===== src/rtl/muldiv_sequencer_pkg.sv =====
// Shared types for the multi-cycle multiply/divide sequencer and the ALU it borrows.
`timescale 1ns/1ps
package muldiv_sequencer_pkg;

  localparam int MULDIV_ITERS = 32;
  localparam int WORD_W       = 32;

  typedef enum logic {MD_MULT, MD_DIV} muldiv_op_t;

  typedef enum logic [1:0] {MD_IDLE, MD_ITER, MD_DONE} muldiv_state_t;

  // Shared ALU opcodes; the sequencer only ever issues ALU_ADD and ALU_SUB.
  typedef enum logic [3:0] {
    ALU_SLL, ALU_SRL, ALU_SRA, ALU_ADD, ALU_SUB, ALU_AND,
    ALU_OR, ALU_XOR, ALU_NOR, ALU_SLT, ALU_SLTU
  } aluop_t;

  // Two's-complement negate of a word.
  function automatic logic [WORD_W-1:0] neg_word(input logic [WORD_W-1:0] v);
    return (~v) + WORD_W'(1);
  endfunction

endpackage


===== src/rtl/muldiv_sequencer_sign.sv =====
// Sign handling for signed MULT/DIV: operand magnitudes on entry and
// result fix-up (product/quotient negate, remainder follows dividend) on exit.
`timescale 1ns/1ps
module muldiv_sign
  import muldiv_sequencer_pkg::*;
(
  input  logic        is_signed,
  input  logic [31:0] opa,
  input  logic [31:0] opb,
  output logic [31:0] abs_a,
  output logic [31:0] abs_b,
  output logic        neg_res,
  output logic        neg_rem,
  input  muldiv_op_t  op,
  input  logic        fix_res,
  input  logic        fix_rem,
  input  logic [31:0] raw_hi,
  input  logic [31:0] raw_lo,
  output logic [31:0] fix_hi,
  output logic [31:0] fix_lo
);

  logic [63:0] prod_neg;

  // Operand magnitudes and the result signs recorded at issue.
  always_comb begin
    abs_a   = (is_signed && opa[31]) ? neg_word(opa) : opa;
    abs_b   = (is_signed && opb[31]) ? neg_word(opb) : opb;
    neg_res = is_signed & (opa[31] ^ opb[31]);
    neg_rem = is_signed & opa[31];
  end

  // Product negates as one 64-bit value; quotient and remainder independently.
  always_comb begin
    prod_neg = (~{raw_hi, raw_lo}) + 64'd1;
    fix_hi   = raw_hi;
    fix_lo   = raw_lo;
    if (op == MD_MULT) begin
      if (fix_res) begin
        fix_hi = prod_neg[63:32];
        fix_lo = prod_neg[31:0];
      end
    end else begin
      if (fix_res) fix_lo = neg_word(raw_lo);
      if (fix_rem) fix_hi = neg_word(raw_hi);
    end
  end

endmodule


===== src/rtl/muldiv_sequencer.sv =====
// Multi-cycle MULT/MULTU/DIV/DIVU engine. Borrows the shared ALU for one
// add (shift-add multiply) or subtract (restoring divide) per cycle.
// Optional: MULDIV_SIGNED_EN builds signed support; otherwise every op is unsigned.
`timescale 1ns/1ps
module muldiv_sequencer
  import muldiv_sequencer_pkg::*;
#(
  parameter int ITERS = MULDIV_ITERS
)(
  input  logic        CLK,
  input  logic        nRST,
  input  logic        start,
  input  muldiv_op_t  op,
  input  logic        is_signed,
  input  logic [31:0] opa,
  input  logic [31:0] opb,
  input  logic        abort,
  output logic        busy,
  output logic        done,
  output logic [31:0] hi,
  output logic [31:0] lo,
  output logic        div_zero,
  output aluop_t      aluop,
  output logic [31:0] porta,
  output logic [31:0] portb,
  input  logic [31:0] outport
);

  localparam int CNT_W = $clog2(ITERS);
  localparam logic [CNT_W-1:0] LAST = CNT_W'(ITERS - 1);

  muldiv_state_t    state_q;
  logic [CNT_W-1:0] count_q;
  muldiv_op_t       op_q;
  logic [31:0]      p_hi;   // MULT: product high / DIV: remainder R
  logic [31:0]      p_lo;   // MULT: product low (multiplier) / DIV: quotient Q
  logic [31:0]      m_q;    // MULT: multiplicand / DIV: divisor
  logic             neg_res_q, neg_rem_q;

  logic [31:0] abs_a, abs_b, fix_hi, fix_lo, step_hi, step_lo, sh;
  logic        neg_res, neg_rem, carry;

`ifdef MULDIV_SIGNED_EN
  muldiv_sign u_sign (
    .is_signed (is_signed),
    .opa       (opa),
    .opb       (opb),
    .abs_a     (abs_a),
    .abs_b     (abs_b),
    .neg_res   (neg_res),
    .neg_rem   (neg_rem),
    .op        (op_q),
    .fix_res   (neg_res_q),
    .fix_rem   (neg_rem_q),
    .raw_hi    (step_hi),
    .raw_lo    (step_lo),
    .fix_hi    (fix_hi),
    .fix_lo    (fix_lo)
  );
`else
  logic unused_signed;
  assign unused_signed = is_signed;
  assign abs_a   = opa;
  assign abs_b   = opb;
  assign neg_res = 1'b0;
  assign neg_rem = 1'b0;
  assign fix_hi  = step_hi;
  assign fix_lo  = step_lo;
`endif

  // Restoring-divide shift: remainder picks up the next dividend bit.
  assign sh = {p_hi[30:0], p_lo[31]};

  // ALU-side drive; depends on registers only so the ALU loop stays acyclic.
  always_comb begin
    aluop = ALU_ADD;
    porta = '0;
    portb = '0;
    if (state_q == MD_ITER) begin
      if (op_q == MD_MULT) begin
        porta = p_hi;
        portb = p_lo[0] ? m_q : '0;
      end else begin
        aluop = ALU_SUB;
        porta = sh;
        portb = m_q;
      end
    end
  end

  // Next P/R/Q from this cycle's ALU result.
  always_comb begin
    carry   = 1'b0;
    step_hi = p_hi;
    step_lo = p_lo;
    if (op_q == MD_MULT) begin
      carry   = (outport < p_hi);
      step_hi = {carry, outport[31:1]};
      step_lo = {outport[0], p_lo[31:1]};
    end else if (p_hi[31] || !(sh < m_q)) begin
      step_hi = outport;
      step_lo = {p_lo[30:0], 1'b1};
    end else begin
      step_hi = sh;
      step_lo = {p_lo[30:0], 1'b0};
    end
  end

  // Sequencer FSM with registered status and results.
  always_ff @(posedge CLK) begin
    if (!nRST) begin
      state_q   <= MD_IDLE;
      count_q   <= '0;
      op_q      <= MD_MULT;
      p_hi      <= '0;
      p_lo      <= '0;
      m_q       <= '0;
      neg_res_q <= 1'b0;
      neg_rem_q <= 1'b0;
      busy      <= 1'b0;
      done      <= 1'b0;
      hi        <= '0;
      lo        <= '0;
      div_zero  <= 1'b0;
    end else begin
      case (state_q)
        MD_IDLE: begin
          done <= 1'b0;
          if (start && !abort) begin
            count_q   <= '0;
            op_q      <= op;
            neg_res_q <= neg_res;
            neg_rem_q <= neg_rem;
            busy      <= 1'b1;
            if (op == MD_DIV && opb == '0) begin
              hi       <= opa;
              lo       <= '1;
              div_zero <= 1'b1;
              done     <= 1'b1;
              state_q  <= MD_DONE;
            end else begin
              div_zero <= 1'b0;
              p_hi     <= '0;
              p_lo     <= (op == MD_MULT) ? abs_b : abs_a;
              m_q      <= (op == MD_MULT) ? abs_a : abs_b;
              state_q  <= MD_ITER;
            end
          end
        end
        MD_ITER: begin
          if (abort) begin
            busy    <= 1'b0;
            state_q <= MD_IDLE;
          end else if (count_q == LAST) begin
            hi      <= fix_hi;
            lo      <= fix_lo;
            done    <= 1'b1;
            state_q <= MD_DONE;
          end else begin
            p_hi    <= step_hi;
            p_lo    <= step_lo;
            count_q <= count_q + 1'b1;
          end
        end
        MD_DONE: begin
          done    <= 1'b0;
          busy    <= 1'b0;
          state_q <= MD_IDLE;
        end
        default: begin
          done    <= 1'b0;
          busy    <= 1'b0;
          state_q <= MD_IDLE;
        end
      endcase
    end
  end

endmodule

===== config.mk =====
export PLATFORM = sky130hd
export DESIGN_NAME = muldiv_sequencer
export DESIGN_NICKNAME = d
export VERILOG_FILES = /design/src/rtl/muldiv_sequencer_pkg.sv /design/src/rtl/muldiv_sequencer_sign.sv /design/src/rtl/muldiv_sequencer.sv
export SDC_FILE = /design/constraint.sdc
export NUM_CORES = 1
export LEC_CHECK = 0
export CAP_MARGIN = 5
export CORE_ASPECT_RATIO = 0.7
export CORE_MARGIN = 4
export CORE_UTILIZATION = 55
export CTS_CLUSTER_SIZE = 12
export DETAILED_ROUTE_END_ITERATION = 8
export HOLD_SLACK_MARGIN = 0.03
export PLACE_DENSITY = 0.9
export SLEW_MARGIN = 20
export SYNTH_ARGS = -nofsm -noshare
export SYNTH_HDL_FRONTEND = slang
export SYNTH_SLANG_ARGS = --single-unit
export TNS_END_PERCENT = 50

===== constraint.sdc =====
create_clock -name CLK -period 5.53 [get_ports CLK]
set_input_delay 0.8295 -clock CLK [delete_from_list [all_inputs] [get_ports CLK]]
set_output_delay 0.8295 -clock CLK [all_outputs]
set_load 0.02 [all_outputs]

==> out/metrics.yaml <==
r2r_cells: 9
vias: 10940
synth_cells: 1298
grt_pass1_wl_um: 55990
status: "finished, final reports clean"
startpoint_type: "input pin"
place_congestion: 0.9278
synthFlopType: "dfxtp_1"
finalCriticalPeriod_ns: 4.052
routed_via_density: 6.378
rr_startpoint: "p_hi[16]"
avgSynthCellArea_sq_um: 7.980
whs_endpoint: "div_zero"
route.met2.wl_um: 16200
whs_path_depth: 2
layout_setup_ws_ns: 1.478
drc_errors: 0
grt_util_all_layers: 0.3327
port_buffers: 234
first_pass_iters: 5
ys_ff_latch: 171
fp-row-count: 41
synth.distinct_cells: 51
maxCapViolations: 0
crit_path_max_fanout: 36
worst_pin_slew_ns: 1.226
layout-drive-gt1-share: 0.04260
die_h_um: 122.8
ant_nets: 0
clockBufferDepth: 2
h-tree-depth: 4
cts-root-buf: "clkbuf_16"
worstHoldPathType: "flop to flop"
wire_per_inst_um: 20.85
wl_met1_um: 14400
antenna_found_initial: 0
rsz0062_at_grt: "false"
skew_ns: 0.01079
setup_viol_count_final: 0
ctsHoldBuffers: 0
syn-cell-area_sq_mm: 0.01036
hold_viol_final: 0
grt_pass1_vias: 10560
cts_made_buffers: 17
leakagePower_nw: 4.879
dieArea_sq_mm: 0.02113
end_kind: "flop"
grt_overflow_total: 0
initial_core_util: 0.5672
area_growth_pct: 29.11
clkLatencyLatePin_ns: 0.43
syn_nets: 1464
fin_crit_sh: 0.7327
n_antenna_cell: 0
cts.sink_count: 171
grt_max_degree: 66
post-place-ws_ns: 1.228
routed_wl_um: 35760
clkTransAtPathRegs_ns: 0.06
ys_warn_count: 0
powerDensity_mw_per_mm2: 230.8
tns_ns: 0
relSlewSlack: 0.1809
async_flop_share: 0
slew_viol_final: 0
timing.fmax_mhz: 246.8
io-pin-count: 237
core_area_sq_mm: 0.01826
path_class: "input pin to flop"
critPathArrivalTime_ns: 4.39
cts_tree: "yes"
hpwl_um: 25230
post_cts_buffers: 0
cts_resized: 0
cp.required_ns: 5.87
reg2reg_to: "p_hi[13]"
fin_nets: 1634
drtIter0Drc: 1148
ir_drop_uv: 168.0
dieWidth_um: 172.0
dr_wl_met3_um: 3793
routed.top_layer: "met4"
min_from: "div_zero"
r2r_slack_ns: 1.71
synth_edf_count: 0
ys_seq_area_frac: 0.3305
==> area by class of cell <==
type | count | area, sq um
timing repair buffer | 250 | 2460
tap | 236 | 295.3
inverter | 65 | 244.0
fill | 1427 | 4888
clock buffer | 21 | 481.7
clock inverter | 9 | 160.2
sequential | 171 | 3427
multi-input combinational | 963 | 6306
==> synthesized netlist by cell type, types with 3 or more instances <==
| library cell | count | area [sq um] |
|---|---|---|
| o21ai_1 | 4 | 20.02 |
| inv_1 | 64 | 240.2 |
| nor2b_1 | 4 | 25.02 |
| buf_4 | 5 | 37.54 |
| o211ai_1 | 3 | 22.52 |
| nand4_1 | 8 | 50.05 |
| nor2_1 | 176 | 660.6 |
| nand3_1 | 41 | 205.2 |
| nor3_1 | 68 | 340.3 |
| and2_1 | 3 | 18.77 |
| o221ai_1 | 31 | 271.5 |
| nand2b_1 | 5 | 31.28 |
| nor4_1 | 6 | 37.54 |
| buf_2 | 16 | 80.08 |
| buf_1 | 7 | 26.28 |
| nor3b_1 | 32 | 240.2 |
| a21oi_1 | 87 | 435.4 |
| o21ai_0 | 42 | 210.2 |
| ha_1 | 64 | 800.8 |
| a21o_1 | 10 | 75.07 |
| and4_1 | 4 | 35.03 |
| clkbuf_1 | 71 | 266.5 |
| a211oi_1 | 65 | 488.0 |
| nand2_1 | 118 | 442.9 |
| mux2i_1 | 160 | 1602 |
| dfxtp_1 | 171 | 3423 |
==> through the flow <==
step / total power, W / util / cells / hold slack (ns) / instance area [sq um]
3_5_place_dp: 0.001782 / 0.6971 / 1685 / 0.4641 / 12730
6_report: 0.003087 / 0.7323 / 1715 / 0.4777 / 13370
5_1_grt: 0.003186 / 0.7323 / 1715 / 0.4941 / 13370
2_1_floorplan: 0.001591 / - / 1298 / 0.4483 / 10360
4_1_cts: 0.003082 / 0.7323 / 1715 / 0.4762 / 13370
3_3_place_gp: 0.001766 / 0.6970 / 1685 / 0.4443 / 12730
==> critical path, cell delays in order <==
cell and delay, ns:
clkdlybuf4s50_1 0.47, nor4_1 0.64, nand4_1 0.28, or4_1 0.56, buf_4 0.30, nand2_2 0.66
buf_4 0.36, nor2_1 0.06, a211oi_1 0.20
==> registers in the layout (all words and copies together), names as in the netlist <==
signal and cells:
busy 1, count_q 5, state_q 2, lo 32
p_lo 32, div_zero 1, p_hi 32, hi 32
done 1, op_q 1, m_q 32
==> placed cells by master (no fill, tap or decap), drive strengths merged, types with 21 or more instances in the layout <==
master,count
nor3b,32
a211oi,65
nand2,119
inv,66
nand3,41
o221ai,31
a21oi,89
clkdlybuf4s50,233
mux2i,160
nor2,177
o21ai,46
dfxtp,171
ha,64
clkbuf,21
nor3,68
==> logic make-up (layout without fill, tap and decap cells) <==
| logic type | Yosys count | after routing | synth area share |
|---|---|---|---|
| AO/OA/AOI/OAI | 259 | 259 | 0.1616 |
| XOR/XNOR | 2 | 2 | 0.001691 |
| adder cells (fa/ha/maj) | 64 | 64 | 0.07730 |
| buffers and inverters | 164 | 345 | 0.06317 |
| flip-flops | 171 | 171 | 0.3305 |
| multiplexers | 160 | 160 | 0.1546 |
| other | 1 | 1 | 0.0003620 |
| AND/OR/NAND/NOR | 477 | 477 | 0.2108 |
==> how the worst max path moves through the flow <==
stage | start | to | slack, ns | cells after the start
2_1_floorplan | op_q | porta[10] | 2.78 | 6
3_3_place_gp | opb[2] | hi[13] | 1.13 | 7
3_5_place_dp | opb[2] | hi[12] | 1.23 | 9
4_1_cts | opb[2] | lo[11] | 1.65 | 9
5_1_grt | opb[2] | lo[4] | 1.26 | 9
6_report | opb[2] | hi[12] | 1.48 | 9
==> power breakdown <==
part / leakage [nW] / switching (W) / internal, W
Sequential: 1.39 / 0.0000292 / 0.00127
Clock: 0.315 / 0.000509 / 0.000806
Combinational: 3.18 / 0.000278 / 0.000197
==> per-layer routing <==
layer  vias to the layer above  track usage
met2                       679       0.5278
li1                       4968            -
met4                         0       0.1325
met3                       115      0.08242
met5                         -            0
met1                      5176       0.4373
(Power assumes the default switching activity.)
